==> src/rtl/ad9203_capture_mc_if.sv <==
// Pin/stream bundle between the AD9203 capture front-end and its surroundings.
// master = capture block, slave = ADC pins plus the downstream DSP/control side.
interface ad9203_capture_mc_if #(
  parameter int unsigned CH_NUM  = 2,
  parameter int unsigned D_BIT   = 10,
  parameter int unsigned OUT_BIT = 12
);
  logic                        iEN;
  logic                        iDFS;
  logic                        iSAT_EN;
  logic                        iOTR_CLR;
  logic [CH_NUM-1:0]           iOTR;
  logic [CH_NUM*D_BIT-1:0]     iDATA;
  logic                        oCLK;
  logic                        oDFS;
  logic                        oTRI_ST;
  logic                        oSTBY;
  logic [CH_NUM*OUT_BIT-1:0]   oDATA;
  logic                        oVALID;
  logic [CH_NUM-1:0]           oOTR;
  logic [CH_NUM-1:0]           oOTR_STICKY;
  logic                        oREADY;

  modport master (
    input  iEN, iDFS, iSAT_EN, iOTR_CLR, iOTR, iDATA,
    output oCLK, oDFS, oTRI_ST, oSTBY, oDATA, oVALID, oOTR, oOTR_STICKY, oREADY
  );

  modport slave (
    output iEN, iDFS, iSAT_EN, iOTR_CLR, iOTR, iDATA,
    input  oCLK, oDFS, oTRI_ST, oSTBY, oDATA, oVALID, oOTR, oOTR_STICKY, oREADY
  );
endinterface

==> src/rtl/ad9203_capture_mc.sv <==
// Multi-channel AD9203 capture: ADC clock generation, power-up sequencing,
// lockstep sampling, format conversion, optional saturation and sticky OTR.
module ad9203_capture_mc #(
  parameter int unsigned CH_NUM     = 2,
  parameter int unsigned D_BIT      = 10,
  parameter int unsigned OUT_BIT    = 12,
  parameter int unsigned CLK_DIV    = 4,
  parameter int unsigned WAKE_CYC   = 64,
  parameter int unsigned DATA_DELAY = 5
) (
  input logic                 iCLK,
  input logic                 iRST,
  ad9203_capture_mc_if.master bus
);

  localparam int unsigned PW      = $clog2(CLK_DIV);
  localparam int unsigned CNT_MAX = (WAKE_CYC > DATA_DELAY) ? WAKE_CYC : DATA_DELAY;
  localparam int unsigned CW      = $clog2(CNT_MAX + 1);
  localparam logic [D_BIT-1:0] POS_FS = {1'b0, {(D_BIT-1){1'b1}}};
  localparam logic [D_BIT-1:0] NEG_FS = {1'b1, {(D_BIT-1){1'b0}}};

  typedef enum logic [1:0] {S_OFF, S_WAKE, S_FLUSH, S_RUN} state_t;

  state_t                    state_q, state_d;
  logic [PW-1:0]             phase_q, phase_d;
  logic [CW-1:0]             cnt_q, cnt_d;
  logic                      clk_q, clk_d;
  logic                      dfs_q, dfs_d;
  logic                      cap_stb_q, cap_stb_d;
  logic [CH_NUM*D_BIT-1:0]   cap_data_q, cap_data_d;
  logic [CH_NUM-1:0]         cap_otr_q, cap_otr_d;
  logic [CH_NUM*OUT_BIT-1:0] data_q, data_d;
  logic                      valid_q, valid_d;
  logic [CH_NUM-1:0]         otr_q, otr_d;
  logic [CH_NUM-1:0]         sticky_q, sticky_d;
  logic                      tick;
  logic [D_BIT-1:0]          raw;
  logic signed [D_BIT-1:0]   s;

  always_ff @(posedge iCLK or posedge iRST) begin
    if (iRST) begin
      state_q    <= S_OFF;
      phase_q    <= '0;
      cnt_q      <= '0;
      clk_q      <= 1'b0;
      dfs_q      <= 1'b0;
      cap_stb_q  <= 1'b0;
      cap_data_q <= '0;
      cap_otr_q  <= '0;
      data_q     <= '0;
      valid_q    <= 1'b0;
      otr_q      <= '0;
      sticky_q   <= '0;
    end else begin
      state_q    <= state_d;
      phase_q    <= phase_d;
      cnt_q      <= cnt_d;
      clk_q      <= clk_d;
      dfs_q      <= dfs_d;
      cap_stb_q  <= cap_stb_d;
      cap_data_q <= cap_data_d;
      cap_otr_q  <= cap_otr_d;
      data_q     <= data_d;
      valid_q    <= valid_d;
      otr_q      <= otr_d;
      sticky_q   <= sticky_d;
    end
  end

  always_comb begin
    state_d    = state_q;
    phase_d    = phase_q;
    cnt_d      = cnt_q;
    dfs_d      = dfs_q;
    cap_stb_d  = 1'b0;
    cap_data_d = cap_data_q;
    cap_otr_d  = cap_otr_q;
    data_d     = data_q;
    valid_d    = 1'b0;
    otr_d      = otr_q;
    sticky_d   = sticky_q;
    raw        = '0;
    s          = '0;

    tick = (state_q != S_OFF) && (phase_q == PW'(CLK_DIV - 1));
    if (state_q != S_OFF) phase_d = tick ? '0 : phase_q + 1'b1;
    if (state_q == S_OFF) dfs_d = bus.iDFS;
    if (bus.iOTR_CLR) sticky_d = '0;

    if (!bus.iEN) begin
      state_d = S_OFF;
      phase_d = '0;
      cnt_d   = '0;
    end else begin
      // Second stage: convert the sample latched on the previous tick.
      if (cap_stb_q) begin
        valid_d = 1'b1;
        otr_d   = cap_otr_q;
        for (int unsigned k = 0; k < CH_NUM; k++) begin
          raw = cap_data_q[k*D_BIT +: D_BIT];
          s   = raw;
          s[D_BIT-1] = raw[D_BIT-1] ^ ~dfs_q;
          if (bus.iSAT_EN && cap_otr_q[k]) s = s[D_BIT-1] ? NEG_FS : POS_FS;
          data_d[k*OUT_BIT +: OUT_BIT] = OUT_BIT'(s);
        end
      end

      unique case (state_q)
        S_OFF: state_d = S_WAKE;
        S_WAKE:
          if (tick) begin
            if (cnt_q == CW'(WAKE_CYC - 1)) begin
              state_d = S_FLUSH;
              cnt_d   = '0;
            end else begin
              cnt_d = cnt_q + 1'b1;
            end
          end
        S_FLUSH:
          if (tick) begin
            if (cnt_q == CW'(DATA_DELAY - 1)) begin
              state_d = S_RUN;
              cnt_d   = '0;
            end else begin
              cnt_d = cnt_q + 1'b1;
            end
          end
        S_RUN:
          if (tick) begin
            cap_stb_d  = 1'b1;
            cap_data_d = bus.iDATA;
            cap_otr_d  = bus.iOTR;
            sticky_d   = sticky_d | bus.iOTR;
          end
        default: state_d = S_OFF;
      endcase
    end

    clk_d = (phase_d >= PW'(CLK_DIV / 2));
  end

  assign bus.oCLK        = clk_q;
  assign bus.oDFS        = dfs_q;
  assign bus.oSTBY       = (state_q == S_OFF);
  assign bus.oTRI_ST     = (state_q == S_OFF) || (state_q == S_WAKE);
  assign bus.oREADY      = (state_q == S_RUN);
  assign bus.oDATA       = data_q;
  assign bus.oVALID      = valid_q;
  assign bus.oOTR        = otr_q;
  assign bus.oOTR_STICKY = sticky_q;

endmodule

==> src/flat_wrapper.sv <==
// flat-port wrapper written by rule: the top's interface ports become plain ports
module ad9203_capture_mc_flat 
#(
  parameter int unsigned CH_NUM     = 2,
  parameter int unsigned D_BIT      = 10,
  parameter int unsigned OUT_BIT    = 12,
  parameter int unsigned CLK_DIV    = 4,
  parameter int unsigned WAKE_CYC   = 64,
  parameter int unsigned DATA_DELAY = 5
)
  (iCLK, iRST, bus_iEN, bus_iDFS, bus_iSAT_EN, bus_iOTR_CLR, bus_iOTR, bus_iDATA, bus_oCLK, bus_oDFS, bus_oTRI_ST, bus_oSTBY, bus_oDATA, bus_oVALID, bus_oOTR, bus_oOTR_STICKY, bus_oREADY);
  ad9203_capture_mc_if #(.CH_NUM(CH_NUM), .D_BIT(D_BIT), .OUT_BIT(OUT_BIT)) bus_i ();
  input logic iCLK;
  input logic iRST;
  input wire logic [$bits(bus_i.iEN)-1:0] bus_iEN;
  input wire logic [$bits(bus_i.iDFS)-1:0] bus_iDFS;
  input wire logic [$bits(bus_i.iSAT_EN)-1:0] bus_iSAT_EN;
  input wire logic [$bits(bus_i.iOTR_CLR)-1:0] bus_iOTR_CLR;
  input wire logic [$bits(bus_i.iOTR)-1:0] bus_iOTR;
  input wire logic [$bits(bus_i.iDATA)-1:0] bus_iDATA;
  output wire logic [$bits(bus_i.oCLK)-1:0] bus_oCLK;
  output wire logic [$bits(bus_i.oDFS)-1:0] bus_oDFS;
  output wire logic [$bits(bus_i.oTRI_ST)-1:0] bus_oTRI_ST;
  output wire logic [$bits(bus_i.oSTBY)-1:0] bus_oSTBY;
  output wire logic [$bits(bus_i.oDATA)-1:0] bus_oDATA;
  output wire logic [$bits(bus_i.oVALID)-1:0] bus_oVALID;
  output wire logic [$bits(bus_i.oOTR)-1:0] bus_oOTR;
  output wire logic [$bits(bus_i.oOTR_STICKY)-1:0] bus_oOTR_STICKY;
  output wire logic [$bits(bus_i.oREADY)-1:0] bus_oREADY;
  assign bus_i.iEN = bus_iEN;
  assign bus_i.iDFS = bus_iDFS;
  assign bus_i.iSAT_EN = bus_iSAT_EN;
  assign bus_i.iOTR_CLR = bus_iOTR_CLR;
  assign bus_i.iOTR = bus_iOTR;
  assign bus_i.iDATA = bus_iDATA;
  assign bus_oCLK = bus_i.oCLK;
  assign bus_oDFS = bus_i.oDFS;
  assign bus_oTRI_ST = bus_i.oTRI_ST;
  assign bus_oSTBY = bus_i.oSTBY;
  assign bus_oDATA = bus_i.oDATA;
  assign bus_oVALID = bus_i.oVALID;
  assign bus_oOTR = bus_i.oOTR;
  assign bus_oOTR_STICKY = bus_i.oOTR_STICKY;
  assign bus_oREADY = bus_i.oREADY;
  ad9203_capture_mc #(.CH_NUM(CH_NUM), .D_BIT(D_BIT), .OUT_BIT(OUT_BIT), .CLK_DIV(CLK_DIV), .WAKE_CYC(WAKE_CYC), .DATA_DELAY(DATA_DELAY)) u_core (.iCLK(iCLK), .iRST(iRST), .bus(bus_i));
endmodule
==> config.mk <==
export PLATFORM = sky130hd
export DESIGN_NAME = ad9203_capture_mc_flat
export DESIGN_NICKNAME = d
export VERILOG_FILES = /design/src/rtl/ad9203_capture_mc_if.sv /design/src/rtl/ad9203_capture_mc.sv /design/src/flat_wrapper.sv
export SDC_FILE = /design/constraint.sdc
export NUM_CORES = 1
export LEC_CHECK = 0
export BUFFER_PORTS_ARGS = -buffer_cell sky130_fd_sc_hd__buf_2
export CORE_MARGIN = 2
export CORE_UTILIZATION = 54
export CTS_CLUSTER_DIAMETER = 150
export DETAILED_ROUTE_END_ITERATION = 16
export MAX_ROUTING_LAYER = met4
export PLACE_DENSITY = 0.9
export SYNTH_ARGS = -nofsm -noshare
export SYNTH_HDL_FRONTEND = slang
export SYNTH_SLANG_ARGS = --single-unit
==> constraint.sdc <==
create_clock -name iCLK -period 2.35 [get_ports iCLK]
set_input_delay 0.235 -clock iCLK [delete_from_list [all_inputs] [get_ports iCLK]]
set_output_delay 0.235 -clock iCLK [all_outputs]
set_load 0.02 [all_outputs]
### Yosys cells after proc, flatten, opt, wreduce, memory -nomap -nowiden

Index checks and enable logic that the tools add are counted.

* bits of input ports: 28
* word-level logic and storage cells: 69
* register bits: 63

* order comparisons: 1
* $add $sub $neg: 2
* mux-type cells: 28
* eq/ne operators: 12
* reductions and logical operators: 10
* bitwise logic cells: 4

Operator list (number)
* 10-bit two-way mux: 4
* 7-bit two-way mux: 5
* 2-bit two-way mux: 12
* 7-bit case mux with 2 select lines: 1
* 3-bit by 2-bit inequality test with 1-bit output (second input constant): 4
* 7-bit by 1-bit adder with 7-bit output (second input constant): 1
* 7-bit by 3-bit equality test with 1-bit output (second input constant): 1
* 7-bit by 6-bit equality test with 1-bit output (second input constant): 1
* 2-bit equality test (second input constant): 3
* 2-bit case mux with 3 select lines: 1
* 3-bit AND reduction: 2
* 1-bit two-way mux: 5
* 5-bit AND reduction: 1
* 4-bit by 1-bit inequality test with 1-bit output (second input constant): 1
* 1-bit logical AND: 3
* 3-bit by 1-bit inequality test with 1-bit output (second input constant): 1
* 2-bit by 1-bit adder with 2-bit output (second input constant): 1
* 2-bit by 1-bit equality test with 1-bit output (second input constant): 1
* 2-bit greater-or-equal comparator (second input constant): 1
* 2-bit zero test: 1
* 2-bit bitwise OR: 1
* 2-bit AND reduction: 1
* 2-bit nonzero test: 1
* 1-bit bitwise XOR: 2
* other kinds (2): 2

### Depth between registers and ports, before layout

* word-level depth: 6
* depth in mapped cells: 9
* depth with buffers taken out: 7

### Worst setup path after synthesis

No wires, ideal clock.

* path kind: register to register
* start point: register u_core.state_q[0]
* end point: register u_core.cnt_q[3]
* slack: 538 ps
* arrival time: 1730 ps
* stages on the path, launching flop included: 7
* data required time: 2268 ps
* setup time: 82 ps
* period minus slack after synthesis: 1812 ps
* buffers on the path: 1
* cells stage by stage: dfrtp_1 > inv_1 > ha_1 > buf_6 > o31a_1 > or3_1 > o22ai_1

* word-level cells in the longest chain between the ends: 4

RTL lines
* start, declared: RTL line ad9203_capture_mc.sv:24 `state_t state_q, state_d;`
* start signal, assigned: RTL line ad9203_capture_mc.sv:55 `state_q <= state_d;`
* 2-bit nonzero test: RTL line ad9203_capture_mc.sv:85 `tick = (state_q != S_OFF) && (phase_q == PW'(CLK_DIV - 1));`
* 1-bit logical AND: RTL line ad9203_capture_mc.sv:85
* 3-bit by 2-bit inequality test with 1-bit output (no line)
* 3-bit AND reduction (no line)
* end signal, assigned: RTL line ad9203_capture_mc.sv:57 `cnt_q <= cnt_d;`
* end, declared: RTL line ad9203_capture_mc.sv:26 `logic [CW-1:0] cnt_q, cnt_d;`

Several ways; a longest one is shown, not always the timed one.
A chain may end at the register's enable or synchronous reset.

### Worst setup path in the final report

* start point: register u_core.state_q[0]
* end point: register u_core.sticky_q[0], in the netlist u_core.bus.oOTR_STICKY[0]

* word-level cells in the longest chain between the ends: 5

RTL lines
* 2-bit nonzero test: RTL line ad9203_capture_mc.sv:85
* 1-bit logical AND: RTL line ad9203_capture_mc.sv:85
* 2-bit two-way mux: RTL line ad9203_capture_mc.sv:129 `if (tick) begin`
* 2-bit two-way mux *: RTL line ad9203_capture_mc.sv:108 `unique case (state_q)`
* 2-bit two-way mux *: RTL line ad9203_capture_mc.sv:90 `if (!bus.iEN) begin`
* via u_core.sticky_d[0]: RTL line ad9203_capture_mc.sv:35 `logic [CH_NUM-1:0] sticky_q, sticky_d;`
* end signal, assigned: RTL line ad9203_capture_mc.sv:66 `sticky_q <= sticky_d;`
* end, declared: RTL line ad9203_capture_mc.sv:35

Mark *: on every way through the listed nets, which the timed path passes. The rest lies on a longest branch.

==> results.yml <==
setup_path:
  cp-end-kind: "register"
  crit_required_ns: 2.59
  crit_arrival_ns: 2.33
  path_class: "reg2reg"
  critPathLaunchType: "register"
  cp_max_fo: 23
finish:
  area_growth_pct: 18.3
  drive_above_1_share_pct: 25.7
  final-seq-area_um2: 1530
  multi_input_area_um2: 1090
  fillers: 402
  n_antenna_cell: 0
  stdcell_area_um2: 3300
  finalNetCount: 383
clock_tree:
  clk_latency_ns: 0.32
  clkSinkCount: 61
  clk_pin_slew_ns: 0.06
  ctsHtreeMaxLevel: 3
  cts_tree: "yes"
  cts-root-buf: "clkbuf_8"
  cts_setup_buffers: 0
  holdBufCountCts: 1
  cts-resized-gates: 0
  numCtsBuffers: 9
  clockBufferDepth: 2
detailed_routing:
  drc: 0
  drt_iter0_markers: 136
  wl_mm: 5.59
  via_count: 2191
  drt.antenna.violating_nets: 0
  firstDrtPassIters: 5
  via_per_inst: 5.22
  post_drt_wl_per_cell_um: 13.3
place:
  hpwlAfterDp_mm: 4.02
  gp_congestion: 0.824
  placed_cell_area_um2: 3110
  portBuffers: 61
die:
  die_h_um: 75.9
  die_area_um2: 5750
  rows: 26
  core-area_um2: 5040
  initial_core_util_pct: 55.3
  io_pins: 62
  dieWidth_um: 75.9
global_route:
  gr-total-overflow: 0
  grt_pass1_wl_mm: 9.14
  gr-usage-all-layers_pct: 22.2
  grt_pass1_vias: 2097
  grt_start_max_net_pins: 62
  antenna_found_initial: 0
min_path:
  hp-class: "in2reg"
synthesis:
  seq_area_frac_synth_pct: 54.8
  ys_ff_latch: 61
  syn_nets: 328
  synth_warnings: 0
  syn_avg_cell_area_um2: 9.55
  synth_edf_count: 0
  synthCells: 292
  synthDistinctLibCells: 37
  synthArstFlopShare_pct: 100
  synth_top_flop_cell: "dfrtp_1"
  netlist_area_um2: 2790
power_and_ir_drop:
  p_leak_nw: 1.73
  intPower_mw: 1.77
  comb_power_share_pct: 16.9
  sw_frac_of_total_pct: 26.3
  switching_power_mw: 0.632
  seq_power_share_pct: 47.0
  power_mw: 2.40
  powerDensity_nw_per_um2: 729
  clkPwrFrac_pct: 36.1
  ir_worst_vdd_mv: 0.497
outcome:
  outcome: "completed"
sta:
  clock_skew_ns: 0.00580
  tns_ns: 0
  fin_crit_sh_pct: 89.1
  finalHoldViolations: 0
  slew_violations: 0
  max_freq_ghz: 0.478
  worstMarginPinSlew_ns: 0.668
  slew_headroom_pct: 55.4
  min_period_ns: 2.09
  rsz0062_at_grt: "no"
  finalSetupViolCount: 0
run:
  max_cap_viol_count: 0
[layout make-up]
class / count / area share, %
Clock inverter: 2 / 1.06
Timing Repair Buffer: 65 / 10.6
Multi-Input combinational cell: 194 / 33.1
Clock buffer: 12 / 4.40
Sequential cell: 61 / 46.3
Inverter: 16 / 1.82
Tap cell: 70 / 2.66
[per-stage QoR]
stage / cells / setup slack [ns] / hold slack [ns] / utilization, %
floorplan: 292 / 0.538 / 0.331 / -
global placement: 405 / 0.411 / 0.315 / 61.6
detailed placement: 405 / 0.278 / 0.321 / 61.6
CTS: 420 / 0.268 / 0.0838 / 65.4
global route: 420 / 0.0438 / 0.0986 / 65.4
finish: 420 / 0.256 / 0.101 / 65.4
[cell usage after synthesis (all sizes together) (2+ instances only)]
cell / n / area [um2]
nand2b: 2 / 12.5
nor2: 3 / 11.3
nor2b: 3 / 18.8
mux2: 5 / 56.3
xnor2: 3 / 26.3
inv: 16 / 60.1
clkbuf: 9 / 33.8
nand3: 6 / 35.0
nor3: 2 / 10.0
ha: 8 / 100
buf: 12 / 75.1
o31ai: 19 / 143
a31oi: 2 / 12.5
nand2: 93 / 349
and3: 2 / 12.5
mux2i: 3 / 30.0
dfrtp: 61 / 1530
o21ai: 6 / 30.0
nand4: 3 / 18.8
a21oi: 20 / 100
nor4b: 2 / 23.8
o22ai: 3 / 18.8
[metal layers]
metal  share of wire (%)  global-route usage, %  vias to the layer above
li1                    -                      -                     1083
met1                  43                   26.8                     1031
met2                  50                   35.7                       71
met3                 5.7                   5.95                        6
met4                0.84                   8.58                        0
met5                   0                      -                        -
[power by group through the flow]
stage,Combinational [mW],Sequential (mW),Clock (mW)
2_1_floorplan,0.302,1.15,0
3_3_place_gp,0.396,1.15,0
5_1_grt,0.449,1.14,0.931
3_5_place_dp,0.404,1.15,0
6_report,0.406,1.13,0.866
4_1_cts,0.407,1.13,0.888
[flip-flops by register name, summed over array words and instances, names as in the netlist]
signal,cells
u_core.bus.oCLK,1
u_core.bus.oVALID,1
u_core.cap_otr_q,2
u_core.bus.oOTR_STICKY,2
u_core.cap_stb_q,1
u_core.cnt_q,7
u_core.phase_q,2
u_core.bus.oDATA,20
u_core.bus.oDFS,1
u_core.state_q,2
u_core.cap_data_q,20
u_core.bus.oOTR,2
[cell usage in the layout (no fill, tap or decap), types with 3 or more instances in the layout]
cell / instances
ha_1: 8
nor2b_1: 3
dfrtp_1: 61
xnor2_1: 3
o31ai_1: 19
a21oi_1: 20
nor2_1: 3
o22ai_1: 3
nand4_1: 3
inv_1: 15
nand2_1: 93
buf_2: 61
mux2_2: 5
clkbuf_8: 10
nand3_1: 5
o21ai_0: 5
mux2i_1: 3
[worst max-delay path: stages (launching register included)]
cell	delay, ns
dfrtp_1	0.42
inv_1	0.09
ha_1	0.32
and2b_2	0.28
nand3_1	0.11
inv_1	0.53
nand2_1	0.15
o21ai_0	0.12
[path summary, 6_finish.rpt]
kind	to	slack [ns]	from	depth (start not counted)
worst max-delay path	u_core.bus.oOTR_STICKY[0]	0.26	u_core.state_q[0]	7
worst min register to register	u_core.bus.oDATA[2]	0.47	u_core.bus.oDATA[2]	2
min in group asynchronous	u_core.bus.oOTR_STICKY[0]	0.51	iRST	4
worst max register to register	u_core.bus.oOTR_STICKY[0]	0.26	u_core.state_q[0]	7
max in group asynchronous	u_core.cnt_q[5]	1.57	iRST	4
worst min-delay path	u_core.cap_data_q[5]	0.10	bus_iDATA[5]	3
[cells by family (layout without fill, tap and decap cells)]
kind of cell / count (synthesis) / count (layout) / share of synthesized area [%]
mux: 8 / 8 / 3.10
flops: 61 / 61 / 54.8
buf+inv: 37 / 95 / 6.06
fa+ha+maj: 8 / 8 / 3.59
compound gates: 55 / 55 / 12.7
simple gates: 120 / 120 / 18.8
xor+xnor: 3 / 3 / 0.943
Note: power is estimated with default switching activity, not from simulation.
